==> src/rtl/divider_unit_pkg.sv <==
// Shared parameters for the divider: operation codes, result constants,
// the controller state encoding and small opcode decode helpers.
package divider_unit_pkg;

  localparam logic [4:0] OPNULL = 5'd0;
  localparam logic [4:0] OPDIV  = 5'd1;
  localparam logic [4:0] OPDIVU = 5'd2;
  localparam logic [4:0] OPREM  = 5'd3;
  localparam logic [4:0] OPREMU = 5'd4;

  localparam logic [31:0] ZERO = 32'h0000_0000;

  typedef enum logic [1:0] {
    IDLE = 2'd0,
    CALC = 2'd1,
    SIGN = 2'd2,
    DONE = 2'd3
  } div_state_t;

  // True for the four opcodes the divider understands.
  function automatic logic op_valid(input logic [4:0] op);
    return (op == OPDIV) || (op == OPDIVU) || (op == OPREM) || (op == OPREMU);
  endfunction

  // True when operands are two's-complement signed.
  function automatic logic op_signed(input logic [4:0] op);
    return (op == OPDIV) || (op == OPREM);
  endfunction

  // True when the remainder, not the quotient, is returned.
  function automatic logic op_rem(input logic [4:0] op);
    return (op == OPREM) || (op == OPREMU);
  endfunction

endpackage

==> src/rtl/div_step.sv <==
// One restoring shift-subtract iteration: shift the next dividend bit into
// the partial remainder and subtract the divisor if it fits.
module div_step #(
  parameter int WIDTH = 32
) (
  input  logic [WIDTH-1:0] rem_in,
  input  logic [WIDTH-1:0] divisor,
  input  logic             dividend_bit,
  output logic [WIDTH-1:0] rem_out,
  output logic             quotient_bit
);

  logic [WIDTH:0] shifted;
  logic [WIDTH:0] diff;

  // Trial subtraction; a clear top bit of diff means the divisor fitted.
  always_comb begin
    shifted      = {rem_in, dividend_bit};
    diff         = shifted - {1'b0, divisor};
    quotient_bit = ~diff[WIDTH];
    rem_out      = quotient_bit ? diff[WIDTH-1:0] : shifted[WIDTH-1:0];
  end

endmodule

==> src/rtl/divider_unit.sv <==
// Iterative 32-bit signed/unsigned divider (quotient or remainder).
// Operands are converted to magnitudes on start, 32 restoring iterations run
// one per cycle, then signs and the divide-by-zero / overflow results are
// applied. Invalid opcodes return ZERO through a short path.
// Build option: define DIV_FAST_EN to send divide-by-zero and signed
// overflow through the same short path instead of the full iteration.
module divider_unit
  import divider_unit_pkg::*;
#(
  parameter int WIDTH = 32
) (
  input  logic             iCLK,
  input  logic             iRST_N,
  input  logic             iStart,
  input  logic [4:0]       iControl,
  input  logic [WIDTH-1:0] iA,
  input  logic [WIDTH-1:0] iB,
  output logic             oBusy,
  output logic             oDone,
  output logic [WIDTH-1:0] oResult
);

`ifdef DIV_FAST_EN
  localparam bit FAST_EN = 1'b1;
`else
  localparam bit FAST_EN = 1'b0;
`endif

  localparam logic [WIDTH-1:0] INT_MIN = {1'b1, {(WIDTH-1){1'b0}}};

  div_state_t       state_q, next_state;
  logic [4:0]       cnt_q;
  logic [4:0]       op_q;
  logic [WIDTH-1:0] a_q;
  logic [WIDTH-1:0] dvd_q;
  logic [WIDTH-1:0] dsr_q;
  logic [WIDTH-1:0] rem_q;
  logic             neg_quo_q;
  logic             neg_rem_q;
  logic             div0_q;
  logic             ovf_q;
  logic [WIDTH-1:0] result_q;

  logic             start_signed;
  logic             a_neg;
  logic             b_neg;
  logic [WIDTH-1:0] a_mag;
  logic [WIDTH-1:0] b_mag;
  logic             start_div0;
  logic             start_ovf;
  logic             start_fast;

  logic [WIDTH-1:0] step_rem;
  logic             step_quo;
  logic [WIDTH-1:0] quo_signed;
  logic [WIDTH-1:0] rem_signed;
  logic [WIDTH-1:0] sign_result;

  // Decode the incoming request; magnitudes stay in WIDTH bits so that
  // -2^31 maps to the unsigned value 2^31 without losing a bit.
  always_comb begin
    start_signed = op_signed(iControl);
    a_neg        = start_signed & iA[WIDTH-1];
    b_neg        = start_signed & iB[WIDTH-1];
    a_mag        = a_neg ? (~iA + 1'b1) : iA;
    b_mag        = b_neg ? (~iB + 1'b1) : iB;
    start_div0   = (iB == '0);
    start_ovf    = start_signed && (iA == INT_MIN) && (iB == '1);
    start_fast   = !op_valid(iControl) || (FAST_EN && (start_div0 || start_ovf));
  end

  div_step #(.WIDTH(WIDTH)) u_div_step (
    .rem_in       (rem_q),
    .divisor      (dsr_q),
    .dividend_bit (dvd_q[WIDTH-1]),
    .rem_out      (step_rem),
    .quotient_bit (step_quo)
  );

  // State register.
  // NOTE: clocked state uses non-blocking (<=) so every flop samples the
  // values from before the edge; blocking here would create ordering races.
  always_ff @(posedge iCLK or negedge iRST_N) begin
    if (!iRST_N) state_q <= IDLE;
    else         state_q <= next_state;
  end

  // Next-state logic. Short-path requests skip CALC and pass through SIGN
  // so the special result is formed from the latched operands.
  // NOTE: next_state gets a default before the case so no path leaves it
  // unassigned, which would otherwise infer a latch.
  always_comb begin
    next_state = state_q;
    unique case (state_q)
      IDLE: if (iStart) next_state = start_fast ? SIGN : CALC;
      CALC: if (cnt_q == 5'd31) next_state = SIGN;
      SIGN: next_state = DONE;
      DONE: next_state = IDLE;
      default: next_state = IDLE;
    endcase
  end

  // Apply signs and the divide-by-zero / overflow results.
  always_comb begin
    quo_signed = neg_quo_q ? (~dvd_q + 1'b1) : dvd_q;
    rem_signed = neg_rem_q ? (~rem_q + 1'b1) : rem_q;
    if (!op_valid(op_q))  sign_result = ZERO;
    else if (div0_q)      sign_result = op_rem(op_q) ? a_q : '1;
    else if (ovf_q)       sign_result = op_rem(op_q) ? ZERO : INT_MIN;
    else                  sign_result = op_rem(op_q) ? rem_signed : quo_signed;
  end

  // Datapath: latch operands on start, iterate in CALC (the dividend
  // register fills with quotient bits), capture the result in SIGN.
  always_ff @(posedge iCLK or negedge iRST_N) begin
    if (!iRST_N) begin
      cnt_q     <= '0;
      op_q      <= '0;
      a_q       <= '0;
      dvd_q     <= '0;
      dsr_q     <= '0;
      rem_q     <= '0;
      neg_quo_q <= 1'b0;
      neg_rem_q <= 1'b0;
      div0_q    <= 1'b0;
      ovf_q     <= 1'b0;
      result_q  <= '0;
    end else begin
      unique case (state_q)
        IDLE: begin
          if (iStart) begin
            cnt_q     <= '0;
            op_q      <= iControl;
            a_q       <= iA;
            dvd_q     <= a_mag;
            dsr_q     <= b_mag;
            rem_q     <= '0;
            neg_quo_q <= a_neg ^ b_neg;
            neg_rem_q <= a_neg;
            div0_q    <= start_div0;
            ovf_q     <= start_ovf;
          end
        end
        CALC: begin
          rem_q <= step_rem;
          dvd_q <= {dvd_q[WIDTH-2:0], step_quo};
          cnt_q <= cnt_q + 5'd1;
        end
        SIGN: result_q <= sign_result;
        default: ;
      endcase
    end
  end

  assign oBusy   = (state_q != IDLE);
  assign oDone   = (state_q == DONE);
  assign oResult = result_q;

endmodule

==> config.mk <==
export PLATFORM = sky130hd
export DESIGN_NAME = divider_unit
export DESIGN_NICKNAME = d
export VERILOG_FILES = /design/src/rtl/divider_unit_pkg.sv /design/src/rtl/div_step.sv /design/src/rtl/divider_unit.sv
export SDC_FILE = /design/constraint.sdc
export NUM_CORES = 1
export LEC_CHECK = 0
export CAP_MARGIN = 25
export CORE_AREA = 4 4 247 176
export CTS_CLUSTER_SIZE = 10
export DETAILED_ROUTE_END_ITERATION = 7
export DIE_AREA = 0 0 251 180
export PLACE_DENSITY_LB_ADDON = 0.08
export SLEW_MARGIN = 30
export SYNTH_ARGS = -nofsm -noshare
export SYNTH_HDL_FRONTEND = slang
export SYNTH_SLANG_ARGS = --single-unit
==> constraint.sdc <==
create_clock -name iCLK -period 6 [get_ports iCLK]
set_input_delay 1.2 -clock iCLK [delete_from_list [all_inputs] [get_ports iCLK]]
set_output_delay 1.2 -clock iCLK [all_outputs]
set_load 0.1 [all_outputs]
**Word-level counts from Yosys, hierarchy flattened**

Index checks and enable logic that the tools add are counted.

- Add/sub/neg operators: 6
- Equality and inequality tests: 16
- Muxes and demuxes: 21
- Bitwise operators: 8
- Reduce and logical (&&, ||, !) cells: 17

Operators by type and width:

| cell | number |
|---|---|
| $mux W32 | 13 |
| $add A32 B1 Y32 const B | 4 |
| $not A32 Y32 | 4 |
| $pmux W32 S2 | 2 |
| $eq A32 B32 Y1 const B | 2 |
| $sub A33 B32 Y33 | 1 |
| $logic_not A32 Y1 | 1 |
| $eq A5 B2 Y1 const B | 4 |
| $eq A5 B1 Y1 const B | 2 |
| $eq A5 B3 Y1 const B | 2 |
| $pmux W5 S2 | 1 |
| $logic_or A1 B1 Y1 | 8 |
| $pmux W2 S4 | 1 |
| $mux W2 | 3 |
| $reduce_and A2 Y1 | 3 |
| $add A5 B1 Y5 const B | 1 |
| $eq A5 B5 Y1 const B | 1 |
| $mux W5 | 1 |
| $eq A2 B2 Y1 const B | 2 |
| $ne A2 B2 Y1 const B | 2 |
| $reduce_bool A2 Y1 | 2 |
| $and A1 B1 Y1 | 2 |
| $eq A2 B1 Y1 const B | 1 |
| $logic_and A1 B1 Y1 | 2 |
| other kinds (3) | 3 |

- Register bits after elaboration: 176
- Input bits: 72
- Output and inout bits: 34
- Logic and storage cells: 80

**Logic depth before layout (Yosys ltp)**

- Depth after elaboration: 7
- Mapped depth: 12
- Depth with buffers taken out: 11

**Modules after synthesis**

A second synthesis with hierarchy kept.

- Cells, all modules: 1446
- Area, all modules: 12637.1 um2

Modules (own cells, without submodules):

| module | instances | cells an instance | area each (um2) | seq. area each (um2) |
|---|---|---|---|---|
| divider_unit | 1 | 1135 | 10381.2 | 4404.2 |
| div_step | 1 | 311 | 2255.9 | 0.0 |

**Least setup slack after synthesis**

OpenSTA, ideal clock, no wires.

- Path type: input to register
- From: in iA[0]
- To: reg dvd_q[28]
- Arrival time: 3.266 ns
- Data required time: 5.864 ns
- Slack: 2.598 ns
- Stages on the path: 10
- Cells stage by stage: inv_1 -> ha_1 -> or4b_2 -> nor4b_4 -> nand2_1 -> nor3_1 -> a21oi_1 -> xor2_1 -> mux2i_1 -> o21ai_0

- Longest elaborated chain between the ends: 5

RTL lines:

| item | line | source |
|---|---|---|
| start: declaration | divider_unit.sv:16 | `input logic [WIDTH-1:0] iA,` |
| $not A32 Y32 | divider_unit.sv:65 | `a_mag = a_neg ? (~iA + 1'b1) : iA;` |
| $add A32 B1 Y32 | divider_unit.sv:65 |  |
| $mux W32 | divider_unit.sv:65 |  |
| $mux W32 | divider_unit.sv:131 | `if (iStart) begin` |
| $pmux W32 S2 | divider_unit.sv:129 | `unique case (state_q)` |
| end signal: assignment | divider_unit.sv:135 | `dvd_q <= a_mag;` |
| end signal: assignment | divider_unit.sv:146 | `dvd_q <= {dvd_q[WIDTH-2:0], step_quo};` |
| end: declaration | divider_unit.sv:35 | `logic [WIDTH-1:0] dvd_q;` |

No other way between the ends. The select of a mux whose other input is x is not followed.
A chain may end at the register's enable or synchronous reset.

**Final worst setup path**

- From: reg dvd_q[31]
- To: reg rem_q[1]

- Longest elaborated chain between the ends: 3

RTL lines:

| item | line | source |
|---|---|---|
| $sub A33 B32 Y33 | div_step.sv:19 | `diff = shifted - {1'b0, divisor};` |
| $mux W32 | div_step.sv:21 | `rem_out = quotient_bit ? diff[WIDTH-1:0] : shifted[WIDTH-1:0];` |
| $pmux W32 S2 | divider_unit.sv:129 |  |
| end signal: assignment | divider_unit.sv:145 | `rem_q <= step_rem;` |
| end: declaration | divider_unit.sv:37 | `logic [WIDTH-1:0] rem_q;` |

No other way between the ends.

==> results.md <==
* Largest cells by area after synthesis: dfrtp_1 (35%), o21ai_0 (6.6%), nand2_1 (5.8%), xnor2_1 (5.2%), xor2_1 (4.5%)
* Comb pwr share at between 50% and 60%
* Max-cap check violation count at 0
* Drt total wl at between 40 and 50 mm
* DR WL/cell at a little under 20 um
* Clock tree sinks at approximately 180
* Setup Fix Bufs, Post-CTS at 0
* CP Cell Sequence: inv_1 -> ha_1 -> fa_1 -> nor2b_1 -> o2111ai_2 -> a2111oi_2 -> o31ai_2 -> mux2i_1 -> nor4_4 -> buf_12 -> mux2_2 -> o21ai_0
* # setup viols final at 0
* Largest net degree at the start of global routing at between 100 and 150
* RSZ-0062 raised after global routing: no
* Clock Skews at about 0.013 ns
* Fraction of layout cells with a size suffix above 1 at 6.94%
* Critical path peak fanout at 31
* Initial Utilization at a little under a third
* Initial antenna violation count at 0
* Remaining Overflow, GRT at 0
* Port Buf Inserts at 105
* First-pass GRT wire length at approximately 65 mm
* Switching fraction of total power at between 50% and 60%
* Register bit total from synthesis at roughly 180
* Die footprint at about 45000 um^2
* Final Cycle Share at a little over two thirds
* Primary FF master, synth: dfrtp_1
* Post-synth ARST share at 100%
* Critical path class: flop to flop
* Static Leak at approximately 6 nW
* Max_slew headroom at ~28%
* Hold Fails Final Rpt at 0
* Area of the multi-input gates at 7620 um^2
* Vias at 11300
* Post-CTS Resized at 0
* Vias in the first global route at 10900
* Outcome: finished, final reports clean
* FF+latch area at 4410 um^2
* Reg-to-reg startpoint: dvd_q[31]
* Clock transition at path regs at 0.07 ns
* Critical-path top delay cell: nor4_4
* Worst setup margin at 1.82 ns
* Cells after Synth at between 1500 and 2000
* Slew @ Worst Pin at 1.07 ns
* DP Wirelength at 30.8 mm
* Clock group share of total power at 14.0%
* Flop pwr share at a little over a quarter
* Die height at about 180 um
* Area leader, netlist: dfrtp_1
* Final Wtd Congestion at 0.892
* Switch Pwr at between 4 and 5 mW
* Overall routing resource usage at 18.2%
* Core ar. at 40900 um^2
* Power, Total at a little over 8 mW
* Clock Path Buffers at 2
* Fmax at between 200 and 250 MHz
* Post-route DRC at 0
* CTS tree: built
* Clk_lat worst skew at about 0.46 ns
* ANT cells at 0
* Synth-to-Final Area Change at 17.0%
* PwrDens at around 550 nW/um^2
* Tmin final at roughly 4.2 ns
* Yosys cell types at 76
* Io pins at between 100 and 150
* CP bufs+invs at 2
* Startpoint Class: flop
* Req. time, crit path at 6.37 ns
* Synth Net Count at ~1600
* Synth warnings at 0
* Htree depth at 4
* Critical path's top delay family: compound AO/OA/AOI/OAI gates
* Max-slew violations at 0
* CTS root buf: clkbuf_16
* CP max stage delay at between 0.7 and 0.8 ns
* Number of nets in the layout at between 1500 and 2000
* Initial drt markers at between 900 and 1000
* Post-CTS Hold Buffers at 0
* Post-synth top area share at approximately a third
* Row count at between 60 and 70
* Hold/Removal Path Class: flop to flop
* Cell area after synthesis at approximately 13000 um^2
* Fill count at ~4200
* Maximum vdd drop at 0.000386 V
* Hold Startpoint: dsr_q[10]
* Detail Route Antenna Nets at 0
* Num CTS Buffers at 17
* EDFF count, synth at 0
* Via density per instance at between 5 and 6
* Sequential area share after synthesis at a little over a third
* Worst setup startpoint: dvd_q[31]
* Critical path data arrival time at roughly 4.6 ns
* Nature of the critical path endpoint: flop
* Setup TNS Final at 0 ns
* DRT Pass-1 Iters at 6
* Chip width at 251 um
* Internal at ~3.9 mW
* Setup slack at placement at roughly 1.6 ns
* Syn_area_per_cell at just over 8 um^2
path summary, 6_finish.rpt:
path                                   end  cells after the start  slack [ns]
worst max register to register    rem_q[1]                     12        1.82
max in group asynchronous       state_q[0]                      2        4.17
worst min register to register   dsr_q[10]                      2        0.48
worst min-delay path             dsr_q[10]                      2        0.48
min in group asynchronous         dsr_q[9]                      1        0.70
worst max-delay path              rem_q[1]                     12        1.82
synth_stat cells, types with 17 or more instances:
| master | n |
|---|---|
| nand2_1 | 195 |
| dfrtp_1 | 176 |
| o21ai_0 | 166 |
| nor2_1 | 116 |
| a21oi_1 | 100 |
| clkbuf_1 | 76 |
| xnor2_1 | 75 |
| inv_1 | 74 |
| xor2_1 | 65 |
| ha_1 | 43 |
| mux2_2 | 38 |
| mux2i_1 | 36 |
| nand3_1 | 30 |
| nor3_1 | 30 |
| o31ai_1 | 27 |
| or3_1 | 20 |
| o221ai_1 | 19 |
| nand4_1 | 17 |
| nor4_1 | 17 |
power groups by stage:
| stage | sequential, mW | clock [mW] | combinational, mW |
|---|---|---|---|
| 2_1_floorplan | 2.77 | 0 | 2.90 |
| 3_3_place_gp | 2.24 | 0 | 4.77 |
| 3_5_place_dp | 2.25 | 0 | 4.77 |
| 4_1_cts | 2.23 | 1.18 | 4.80 |
| 5_1_grt | 2.30 | 1.23 | 5.27 |
| 6_report | 2.22 | 1.14 | 4.79 |
final cells by class:
class	instances	share of cell area (%)
clock buffer	17	2.88
timing repair buffer	116	7.89
clock inverter	15	1.15
tap	544	4.61
sequential	176	29.9
inverter	75	1.91
multi-input combinational	1185	51.7
cells in the final DEF (no fill, tap or decap), types with 42 or more instances in the layout:
| cell type | instances |
|---|---|
| nand2_1 | 194 |
| dfrtp_1 | 175 |
| o21ai_0 | 166 |
| nor2_1 | 116 |
| clkdlybuf4s50_1 | 104 |
| a21oi_1 | 100 |
| xnor2_1 | 75 |
| inv_1 | 74 |
| xor2_1 | 65 |
| ha_1 | 42 |
metal layers:
layer | vias to the layer above | share of wire (%) | track usage, %
met3 | 31 | 3.7 | 3.16
met2 | 202 | 41 | 26.0
met5 | - | 0 | 0
met1 | 5495 | 53 | 28.4
li1 | 5546 | - | -
met4 | 0 | 1.5 | 4.10
metrics by stage:
stage,cell area [um^2],util [%],instances,hold WS (ns)
2_1_floorplan,12600,-,1523,0.450
3_3_place_gp,14100,34.6,2096,0.467
3_5_place_dp,14200,34.6,2096,0.474
4_1_cts,14700,36.1,2128,0.491
5_1_grt,14800,36.1,2128,0.507
6_report,14800,36.1,2128,0.484
sequential cells by signal (all words and copies together), names as in the netlist:
name       cells
neg_quo_q      1
ovf_q          1
dvd_q         32
div0_q         1
dsr_q         32
a_q           32
cnt_q          5
neg_rem_q      1
oResult       32
op_q           5
rem_q         32
state_q        2
kinds of logic after synthesis:
| family | Yosys count | synth area share [%] |
|---|---|---|
| simple gates | 492 | 18.3 |
| buf+inv | 162 | 4.91 |
| fa+ha+maj | 44 | 4.43 |
| xor+xnor | 140 | 9.73 |
| flops | 176 | 34.9 |
| mux | 74 | 6.25 |
| compound gates | 435 | 21.5 |
worst register-to-register path, stage by stage (launching register included):
cell and delay [ns]:
dfrtp_1 0.37, inv_1 0.09, ha_1 0.22, fa_1 0.41, nor2b_1 0.19, o2111ai_2 0.17, a2111oi_2 0.70, o31ai_2 0.19
mux2i_1 0.18, nor4_4 0.73, buf_12 0.30, mux2_2 0.38, o21ai_0 0.16
(Power assumes the default switching activity.)
